--- src/rtl/servo_pwm_driver.sv ---
`default_nettype none
// ============================================================================
//  Module   : servo_pwm_driver
//  Purpose  : Turns an 8-bit angle command (degrees) into a hobby-servo PWM
//             waveform. The frame period is fixed and the pulse width is
//             linear in angle. The command is clamped to MAX_DEG,
//             slew-limited, and sampled once per frame, so a pulse never
//             changes width part-way through.
//  Ports    : clk          in   system clock
//             rst          in   synchronous active-high reset
//             enable       in   1 = generate frames, 0 = idle low
//             position     in   [7:0] commanded angle, unsigned degrees
//             pwm_out      out  servo PWM
//             frame_start  out  1-cycle pulse on the cycle pwm_out rises
//             applied_pos  out  [7:0] angle used for the current frame
//             clamped      out  current frame's sample exceeded MAX_DEG
//  Revision : 1.0  initial release
// ============================================================================
module servo_pwm_driver #(
   parameter int CLK_HZ    = 50_000_000,
   parameter int FRAME_US  = 20000,
   parameter int MIN_US    = 1000,
   parameter int MAX_US    = 2000,
   parameter int MAX_DEG   = 180,
   parameter int SLEW_STEP = 0
) (
   input  logic       clk,
   input  logic       rst,
   input  logic       enable,
   input  logic [7:0] position,
   output logic       pwm_out,
   output logic       frame_start,
   output logic [7:0] applied_pos,
   output logic       clamped
);

   localparam int TICKS = CLK_HZ / 1_000_000;
   localparam int PW    = (TICKS > 1) ? $clog2(TICKS) : 1;
   localparam int FW    = (FRAME_US > 1) ? $clog2(FRAME_US) : 1;
   localparam int HW    = $clog2(MAX_US * TICKS + 1);

   localparam logic [PW-1:0] PRE_LAST   = PW'(TICKS - 1);
   localparam logic [FW-1:0] FRAME_LAST = FW'(FRAME_US - 1);
   localparam logic [7:0]    MAX_DEG8   = 8'(MAX_DEG);
   localparam logic [7:0]    STEP8      = 8'(SLEW_STEP);
   localparam logic [7:0]    MID_DEG8   = 8'(MAX_DEG / 2);

   typedef enum logic [1:0] {
      IDLE = 2'd0,
      HIGH = 2'd1,
      LOW  = 2'd2
   } state_t;

   state_t          state;
   state_t          state_next;
   logic [PW-1:0]   pre_cnt;
   logic [FW-1:0]   us_cnt;
   logic [HW-1:0]   high_cnt;

   logic            boundary;
   logic [7:0]      target;
   logic [7:0]      diff;
   logic [7:0]      next_applied;
   logic [31:0]     prod;
   logic [31:0]     pulse_us;
   logic [HW-1:0]   high_load;

   // Counters sit at zero whenever enable was low, so the first enabled
   // cycle is automatically a frame boundary.
   assign boundary = enable && (pre_cnt == '0) && (us_cnt == '0);

   // Target angle, slew limiting and the resulting high-time load value.
   always_comb begin
      target       = (position > MAX_DEG8) ? MAX_DEG8 : position;
      diff         = 8'd0;
      next_applied = target;
      if (STEP8 != 8'd0) begin
         if (target >= applied_pos) begin
            diff         = target - applied_pos;
            next_applied = applied_pos + ((diff > STEP8) ? STEP8 : diff);
         end else begin
            diff         = applied_pos - target;
            next_applied = applied_pos - ((diff > STEP8) ? STEP8 : diff);
         end
      end
      prod      = 32'(next_applied) * 32'(MAX_US - MIN_US);
      pulse_us  = 32'(MIN_US) + (prod / 32'(MAX_DEG));
      // high_cnt counts down to zero inclusive, hence the -1.
      high_load = HW'(pulse_us * 32'(TICKS) - 32'd1);
   end

   // Next-state logic.
   always_comb begin
      state_next = state;
      if (!enable) begin
         state_next = IDLE;
      end else if (boundary) begin
         state_next = HIGH;
      end else begin
         case (state)
            HIGH:    if (high_cnt == '0) state_next = LOW;
            default: state_next = state;
         endcase
      end
   end

   always_ff @(posedge clk) begin
      if (rst) state <= IDLE;
      else     state <= state_next;
   end

   // Timebase, per-frame sampling and high-time countdown.
   always_ff @(posedge clk) begin
      if (rst) begin
         pre_cnt     <= '0;
         us_cnt      <= '0;
         high_cnt    <= '0;
         frame_start <= 1'b0;
         applied_pos <= MID_DEG8;
         clamped     <= 1'b0;
      end else begin
         frame_start <= 1'b0;
         if (!enable) begin
            pre_cnt <= '0;
            us_cnt  <= '0;
         end else begin
            if (pre_cnt == PRE_LAST) begin
               pre_cnt <= '0;
               us_cnt  <= (us_cnt == FRAME_LAST) ? '0 : us_cnt + FW'(1);
            end else begin
               pre_cnt <= pre_cnt + PW'(1);
            end

            if (boundary) begin
               applied_pos <= next_applied;
               clamped     <= (position > MAX_DEG8);
               frame_start <= 1'b1;
               high_cnt    <= high_load;
            end else if (state == HIGH && high_cnt != '0) begin
               high_cnt <= high_cnt - HW'(1);
            end
         end
      end
   end

   assign pwm_out = (state == HIGH);

endmodule
`default_nettype wire

--- config.mk ---
export PLATFORM = sky130hd
export DESIGN_NAME = servo_pwm_driver
export DESIGN_NICKNAME = d
export VERILOG_FILES = /design/src/rtl/servo_pwm_driver.sv
export SDC_FILE = /design/constraint.sdc
export NUM_CORES = 1
export LEC_CHECK = 0
export ABC_AREA = 1
export BUFFER_PORTS_ARGS = -buffer_cell sky130_fd_sc_hd__buf_2
export CORE_UTILIZATION = 65
export DETAILED_ROUTE_END_ITERATION = 7
export PLACE_DENSITY = 0.93
export SLEW_MARGIN = 20
export SYNTH_ARGS = -nofsm -noshare
export SYNTH_HDL_FRONTEND = slang
export SYNTH_SLANG_ARGS = --single-unit
--- constraint.sdc ---
create_clock -name clk -period 42.1 [get_ports clk]
set_input_delay 2.105 -clock clk [delete_from_list [all_inputs] [get_ports clk]]
set_output_delay 2.105 -clock clk [all_outputs]
set_load 0.005 [all_outputs]
# Word level (Yosys, flattened, before mapping)
# Cells that the tools add are included.
[op_classes] add_sub_neg=5 n_lt_le_gt_ge=1 n_bitwise=1 eq_ne=3 mux=8 n_reduce_logical=17 div=1 n_mul=2 shift=0
[ops] operator="$mux W17" n=2
[ops] operator="$sub A17 B1 Y17 const B" n=2
[ops] operator="$add A10 B32 Y32 const A" n=1
[ops] operator="$div A18 B8 Y32 const B" n=1
[ops] operator="$mul A32 B5 Y16 const B" n=1
[ops] operator="$logic_not A17 Y1" n=1
[ops] operator="$reduce_bool A17 Y1" n=1
[ops] operator="$add A15 B1 Y15 const B" n=1
[ops] operator="$eq A15 B15 Y1 const B" n=1
[ops] operator="$logic_not A15 Y1" n=1
[ops] operator="$mul A8 B7 Y15 const B" n=1
[ops] operator="$mux W15" n=1
[ops] operator="$gt A8 B8 Y1 const B" n=1
[ops] operator="$mux W8" n=1
[ops] operator="$reduce_and A2 Y1" n=4
[ops] operator="$add A6 B1 Y6 const B" n=1
[ops] operator="$eq A6 B6 Y1 const B" n=1
[ops] operator="$logic_not A6 Y1" n=1
[ops] operator="$reduce_bool A2 Y1" n=3
[ops] operator="$reduce_or A3 Y1" n=2
[ops] operator="$mux W1" n=4
[ops] operator="$logic_and A1 B1 Y1" n=3
[ops] operator="$eq A2 B1 Y1 const B" n=1
[ops] operator="$reduce_or A2 Y1" n=1
[ops] operator="$not A1 Y1" n=1
[totals] ff_bits=50 wordCells=46 mem_bits_rw=0 out_inout_bits=11 rom_bits=0 mem_count=0 latchBits=0 in_bits=11

# Longest topological paths before layout
# Gate-level depths: netlist (run 1).
[depth] depth_word=8 ltp_mapped=110 ltp_nobuf=109

# Least setup slack after synthesis (run 1)
# Ideal clock, no wire load.
[synth_path] kind="input -> register" startpoint="in position[7]" endpoint="reg high_cnt[13]" t_arrival_ps=14755 slack_ps=27212 setup_time_ps=132 n_path_buf=1 t_required_ps=41968 path_stages=101 cell_sequence="inv_1 > nor3_1 > o21ai_0 > o21ai_0 > nand2_1 > nand2_1 > inv_1 > fa_1 > inv_1 > fa_1 > fa_1 > fa_1 > inv_1 > ha_1 > nand2_1 > nand2_1 > a21oi_2 > nand2_1 > [... 65 more ...] > ha_1 > fa_1 > ha_1 > a21oi_1 > nand2_1 > xor2_1 > inv_1 > nor2_1 > inv_1 > nor2_1 > inv_1 > nor2_1 > inv_1 > nor3_1 > nand3_1 > a221o_1 > o311ai_0 > a21oi_1"
[synth_between] elab_chain_len=8
[synth_rtl] element="start, declared" line_no="30" text="input logic [7:0] position,"
[synth_rtl] element="$gt A8 B8 Y1" line_no="74" text="target = (position > MAX_DEG8) ? MAX_DEG8 : position;"
[synth_rtl] element="$mux W8" line_no="74"
[synth_rtl] element="via next_applied[1]" line_no="63" text="logic [7:0] next_applied;"
[synth_rtl] element="$mul A8 B7 Y15" line_no="86" text="prod = 32'(next_applied) * 32'(MAX_US - MIN_US);"
[synth_rtl] element="$div A18 B8 Y32" line_no="87" text="pulse_us = 32'(MIN_US) + (prod / 32'(MAX_DEG));"
[synth_rtl] element="$add A10 B32 Y32" line_no="87"
[synth_rtl] element="$mul A32 B5 Y16" line_no="89" text="high_load = HW'(pulse_us * 32'(TICKS) - 32'd1);"
[synth_rtl] element="$sub A17 B1 Y17" line_no="89"
[synth_rtl] element="$mux W17" line_no="134" text="if (boundary) begin"
[synth_rtl] element="end signal, assigned" line_no="138" text="high_cnt <= high_load;"
[synth_rtl] element="end signal, assigned" line_no="140" text="high_cnt <= high_cnt - HW'(1);"
[synth_rtl] element="end, declared" line_no="58" text="logic [HW-1:0] high_cnt;"
# The timed path passes the listed nets, and every way through them passes these cells.
# A chain may end at the register's enable or synchronous reset.

# Final worst setup path (run 1)
# Same ends and word-level chain as after synthesis.

==> results of run 1 <==
[worst max-delay path: cells and delay by family]
family,cells,cell delay [ns]
XOR/XNOR,1,0.17
AND/OR/NAND/NOR,67,8.51
buffers and inverters,16,1.36
AO/OA/AOI/OAI,6,1.03
adder cells (fa/ha/maj),11,3.73
[layout by cell type (no fill, tap or decap), types with 13 or more instances in the layout]
cell / n
a21oi_1: 68
buf_2: 21
dfxtp_1: 50
fa_1: 27
ha_1: 87
inv_1: 196
inv_2: 21
nand2_1: 277
nand2_2: 38
nand3_1: 119
nand4_1: 24
nor2_1: 91
nor2_2: 15
nor2_4: 13
nor3_1: 20
o21ai_0: 33
xor2_1: 37
[cells by family after synthesis]
logic type,share of synthesized area [%]
DFF,12.39
adders and majority gates,20.17
AOI/OAI and AO/OA,10.46
other,0.04642
buffers and inverters,11.07
and+or+nand+nor,40.21
xor gates and xnor gates,5.654
[how the worst max path moves through the flow]
stage,cells after the start,to,from
CTS,102,high_cnt[13]$_SDFFE_PP0P_,position[7]
floorplan,101,high_cnt[13]$_SDFFE_PP0P_,position[7]
detailed placement,102,high_cnt[13]$_SDFFE_PP0P_,position[7]
finish,101,high_cnt[13]$_SDFFE_PP0P_,position[7]
global placement,100,high_cnt[13]$_SDFFE_PP0P_,position[7]
global route,102,high_cnt[13]$_SDFFE_PP0P_,position[7]
[cells in the mapped netlist (all sizes together) (2+ instances only)]
cell    number  area, um^2
nand3      137       820.8
dfxtp       50        1001
xor2        37       324.1
o221ai       2       17.52
buf          4       35.02
o211ai       4       30.03
fa          27       540.5
nor4         8       50.05
o22ai        2       12.51
a21oi       74       407.9
nand4       24       150.1
nor3b        3       22.52
nor3        20       100.1
nand3b       9       67.56
o21ai       47       242.7
ha          87        1089
clkinv       3       11.26
nand2      327        1413
nor2       120       601.8
xnor2       13       132.6
clkbuf       9       33.78
inv        217       814.5
a211oi       2       15.01
o21bai       7       52.55
[metal layers]
metal	wire length [um]	up-vias	GRT usage [%]
li1	-	4064	-
met1	7945	3688	35.45
met2	9450	273	55.45
met3	916	37	2.763
met4	384	2	8.947
met5	14	-	0
[per-stage QoR]
stage	std cells	util (%)	hold WS, ns	area (um^2)	worst slack (ns)
finish	1430	70.51	0.4670	8504	25.36
CTS	1430	70.51	0.4673	8504	25.52
global placement	1422	69.08	0.4443	8332	25.91
detailed placement	1422	69.08	0.4535	8332	25.26
global route	1430	70.51	0.4933	8504	23.83
floorplan	1245	-	0.4307	8078	27.21
[flip-flops by register name, indices dropped and copies added, names as in the netlist]
signal / count
clamped: 1
frame_start: 1
applied_pos: 8
us_cnt: 15
pre_cnt: 6
state: 2
high_cnt: 17
[layout make-up]
cell class                      instances  share of cell area (%)
Sequential cell                        50                   11.77
Tap cell                              168                   2.472
Multi-Input combinational cell        962                   72.69
Clock inverter                          3                  0.5591
Clock buffer                            5                   1.471
Timing Repair Buffer                   22                   1.324
Inverter                              220                   9.710
==> results by group, run 1 <==
Outcome
  – Status: completed

Setup path
  – Worst EP arrival: 16.90 ns
  – CP Max Fanout: 17
  – CP Class: input pin to flop
  – RR Endpoint: high_cnt[13]$_SDFFE_PP0P_
  – Slowest stage delay, CP: about 0.56 ns
  – Critical path's slowest cell: nor2_1
  – CP dominant cell by count: nand2_1
  – Register-to-register setup slack: approximately 39 ns
  – CP endpoint kind: flop
  – Worst EP required: 42.26 ns
  – R2R depth: 10
  – CP Launch Type: input pin
  – Worst flop-to-flop path startpoint: pre_cnt[0]$_SDFF_PP0_

Cells and area
  – Register area: 1001 um^2
  – Nets: about 1400
  – Fraction of layout cells with a size suffix above 1: between 10% and 20%
  – Filler cell count in the final layout: around 980
  – Antenna Cells: 0
  – Multi-input logic area: between 6000 and 7000 um^2
  – Area growth syn-to-layout: 5.282%

Synth
  – Cell variety after synth: 52
  – Register area share after synthesis: ~12%
  – Ys Warns: 0
  – Mean Syn Cell Area: about 6.5 um^2
  – Synthesized net count: 1370
  – Primary FF master, synth: dfxtp_1
  – #FFs+latches synth: 50
  – Post-Syn Instances: ~1200
  – Synthesized area: 8078 um^2
  – Post-synth EDFFs: 0
  – Async SR Flop Fraction: 0%

Min path
  – Hold WC Path Type: flop to flop
  – Hold path depth: 2
  – HP Start: applied_pos[3]$_SDFFE_PP1P_
  – Hold endpoint: applied_pos[3]$_SDFFE_PP1P_

Floorplanning
  – Core area: ~12000 um^2
  – I/O pins: 22
  – Total die area: roughly 13000 um^2
  – Starting density of the core: approximately 67%
  – Chip height: approximately 110 um
  – DIE WIDTH: ~110 um
  – Site Rows: 40

Clock tree
  – Hold buffers post-CTS: 0
  – TritonCTS Buffers: 5
  – # Post-CTS Setup Buffers: 0
  – CTS Buffer Depth: 2
  – Clock transition at path regs: roughly 0.07 ns
  – Clk Tree Root Cell: clkbuf_16
  – Clock sink count: 50
  – TritonCTS clock tree: done
  – Clock Latency Late Sink: ~0.29 ns
  – CTS H-tree lvls: 2
  – Post-cts sizing count: 0

STA
  – Max Clock Skew: between 0.005 and 0.006 ns
  – Fin crit share: 39.75%
  – Final Hold Fails: 0
  – Slew @ Worst Pin: 0.7296 ns
  – TNS Setup: 0 ns
  – Slew margin rel.: approximately half
  – Fin. max-slew vios: 0
  – Max Fclk: between 50 and 60 MHz
  – RSZ-0062 raised after global routing: no
  – Post-route minimum period: 16.74 ns
  – Final setup vio count: 0

Placed design
  – Placer Congestion: between 0.9 and 1
  – Buffers on Ports: 21
  – DP Wirelength: 15520 um

Drt
  – Starting DRT DRC Count: 660
  – WL final: around 19000 um
  – Vias: slightly above 8000
  – Post-route ant nets: 0
  – WL/cell: 13.08 um
  – Vias/cell: roughly 5.6
  – DR pass1 iterations: 5
  – DRC Markers: 0

Global routing
  – First-pass GRT wire length: around 32000 um
  – Vias in the first global route: approximately 7500
  – Initial antenna violation count: 2
  – Pin count of the biggest net entering global routing: 21
  – Total gr overflow: 0
  – GRT Overall Usage: just under 30%

Job
  – Max capacitance violation total: 0
Power of run 1 is left out: the tool's default activity adds up to more than one toggle a clock period on the data nets, which glitch-free logic cannot reach.
==> run 2, diff against run 1 <==
--- a/config.mk
+++ b/config.mk
@@ -7,9 +7,9 @@
 export LEC_CHECK = 0
 export ABC_AREA = 1
 export BUFFER_PORTS_ARGS = -buffer_cell sky130_fd_sc_hd__buf_2
-export CORE_UTILIZATION = 65
+export CORE_UTILIZATION = 59
 export DETAILED_ROUTE_END_ITERATION = 7
-export PLACE_DENSITY = 0.93
+export PLACE_DENSITY = 0.89
 export SLEW_MARGIN = 20
 export SYNTH_ARGS = -nofsm -noshare
 export SYNTH_HDL_FRONTEND = slang
==> constraint.sdc (replaced) <==
create_clock -name clk -period 15 [get_ports clk]
set_input_delay 0.75 -clock clk [delete_from_list [all_inputs] [get_ports clk]]
set_output_delay 0.75 -clock clk [all_outputs]
set_load 0.005 [all_outputs]
==> run 2 against run 1 <==
Routed wire length rose by 27%; non-clock buffer count increased by 70; worst hold slack better by 0.00094 ns; largest cell class unchanged; core utilization is 1.4 points higher; clock skew rose by 0.0030 ns; critical path depth decreased by 6; first-iteration DRC count is 77% higher; register-to-register slack got worse by 27 ns; flip-flop and latch count is the same; via count is 13% higher; final cell count increased by 5.5%.
==> results by group, run 2 (synthesis results as in run 1) <==
Floorplanning
  – I/O pins: 22 (unchanged)
  – Starting density of the core: 60.76% (-6.2 points)
  – Total die area: 14160 um^2 (+10%)
  – Chip height: 119.0 um (+4.9%)
  – Site Rows: 42 (+5.0%)
  – DIE WIDTH: 119.0 um (+4.9%)
  – Core area: 13300 um^2 (+10%)

Placed design
  – Placer Congestion: 0.9698 (+3.5%)
  – Buffers on Ports: 21 (unchanged)
  – DP Wirelength: 15610 um (+0.56%)
  – Placed inst area: 8357 um^2 (+0.30%)
  – Placed cell count: 1432 (+0.70%)

Drt
  – Starting DRT DRC Count: 1169 (+77%)
  – Post-route ant nets: 0 (unchanged)
  – Vias/cell: 6.034 (+7.0%)
  – DR pass1 iterations: 8 (+3)
  – DRC Markers: 0 (unchanged)
  – WL final: 23820 um (+27%)
  – WL/cell: 15.79 um (+21%)
  – Vias: 9105 (+13%)

Cells and area
  – Nets: 1457 (+5.1%)
  – Largest register FFs: 17 (unchanged)
  – Finished Core Util: 71.96% (+1.4 points)
  – Fraction of layout cells with a size suffix above 1: 22.43% (+9.9 points)
  – Commonest non-fill, non-tap cell in the layout: nand2_1
  – Area growth syn-to-layout: 18.43%
  – Filler cell count in the final layout: 931 (-4.6%)
  – Finished layout cell area: 9567 um^2 (+12%)
  – Non-Filler Instances: 1509 (+5.5%)
  – Most frequent cells in the layout: nand2_1 (249), inv_1 (187), nand3_1 (112)
  – Multi-input logic area: 6706 um^2 (+8.5%)
  – Biggest register: high_cnt
  – Register area: 1001 um^2 (unchanged)
  – Antenna Cells: 0 (unchanged)
  – Registers with the most flip-flops: high_cnt: 17 flops, us_cnt: 15 flops, applied_pos: 8 flops

Clock tree
  – Clock sink count: 50 (unchanged)
  – CTS Buffer Depth: 2 (unchanged)
  – TritonCTS Buffers: 5 (unchanged)
  – CTS H-tree lvls: 2 (unchanged)
  – Clock transition at path regs: 0.07 ns (about the same)
  – TritonCTS clock tree: done
  – Clock Latency Late Sink: 0.29 ns (about the same)
  – Clk Tree Root Cell: clkbuf_16

Global routing
  – Initial antenna violation count: 1 (-1)
  – Vias in the first global route: 7475 (-0.88%)
  – GRT Overall Usage: 27.09% (-2.5 points)
  – Total gr overflow: 0 (unchanged)
  – Pin count of the biggest net entering global routing: 21 (unchanged)
  – First-pass GRT wire length: 32510 um (+1.2%)

Outcome
  – Status: completed

Min path
  – HP Start: high_cnt[0]$_SDFFE_PP0P_
  – Hold WC Path Type: flop to flop

STA
  – Post-route minimum period: about 15 ns
  – Slew @ Worst Pin: 0.7378 ns (+0.008205 ns)
  – Final setup vio count: 0 (unchanged)
  – Fin. max-slew vios: 0 (unchanged)
  – Max Clock Skew: 0.008058 ns (+0.003021 ns)
  – Final Hold Fails: 0 (unchanged)
  – Max Fclk: approximately 68 MHz
  – Fin crit share: slightly below 100%
  – Final Hold Slack: 0.4679 ns (+0.0009350 ns)
  – Slew margin rel.: 50.67% (-0.51 points)

Setup path
  – Critical path's slowest cell: fa_1
  – Worst EP arrival: 14.92 ns (-1.98 ns)
  – CP Launch Type: input pin
  – CP Class: input pin to flop
  – CP Max Fanout: 7 (-10)
  – CP endpoint kind: flop
  – Worst EP required: 15.17 ns (-27.09 ns)
  – CP startpoint: position[7]
  – Worst flop-to-flop path startpoint: pre_cnt[0]$_SDFF_PP0_
  – Slowest stage delay, CP: 0.55 ns (about the same)

Job
  – Max capacitance violation total: 0 (unchanged)
==> run 2: path summary, 6_finish.rpt <==
kind	end	slack, ns	cells after the start
max	high_cnt[15]$_SDFFE_PP0P_	0.25	95
max reg2reg	high_cnt[13]$_SDFFE_PP0P_	12.07	10
min reg2reg	high_cnt[0]$_SDFFE_PP0P_	0.47	1
min	high_cnt[0]$_SDFFE_PP0P_	0.47	1
==> run 2: through the flow <==
| stage | worst slack, ns | TNS [ns] |
|---|---|---|
| after floorplan | 1.467 | 0 |
| after global placement | 0.2036 | 0 |
| after detailed placement | -0.3526 | -1.150 |
| after CTS | 0.07442 | 0 |
| after global routing | -0.6814 | -2.654 |
| final | 0.2475 | 0 |
==> run 2: layer usage <==
metal	up-vias	part of all wire [%]	GRT usage [%]
met1	4156	38	33.69
met5	-	0.059	0
met2	565	49	49.85
li1	4214	-	-
met4	2	5.1	6.171
met3	168	7.7	2.634
==> run 2: timing repair <==
action | 4_1_cts | 5_1_grt
hold buffers | 0 | 0
endpoints found under the setup margin | 3 | 11
buffers inserted | 0 | 68
pin swaps | 0 | 82
gates cloned | 0 | 1
resized for setup | 3 | 122
==> run 2: critical path: cells and delay by family <==
| family | cells | cell delay (ns) |
|---|---|---|
| compound gates | 13 | 1.86 |
| fa+ha+maj | 11 | 3.76 |
| simple gates | 53 | 6.63 |
| xor+xnor | 3 | 0.41 |
| buf+inv | 15 | 1.44 |
==> run 2: area by class of cell <==
class | instances | area share [%]
clock inverters | 3 | 0.2223
well taps | 176 | 2.302
inverters | 220 | 8.828
repair buffers | 92 | 6.775
flip-flops and latches | 50 | 10.46
multi-input cells | 963 | 70.10
clock buffers | 5 | 1.308
Power of run 2 is left out for the same reason.
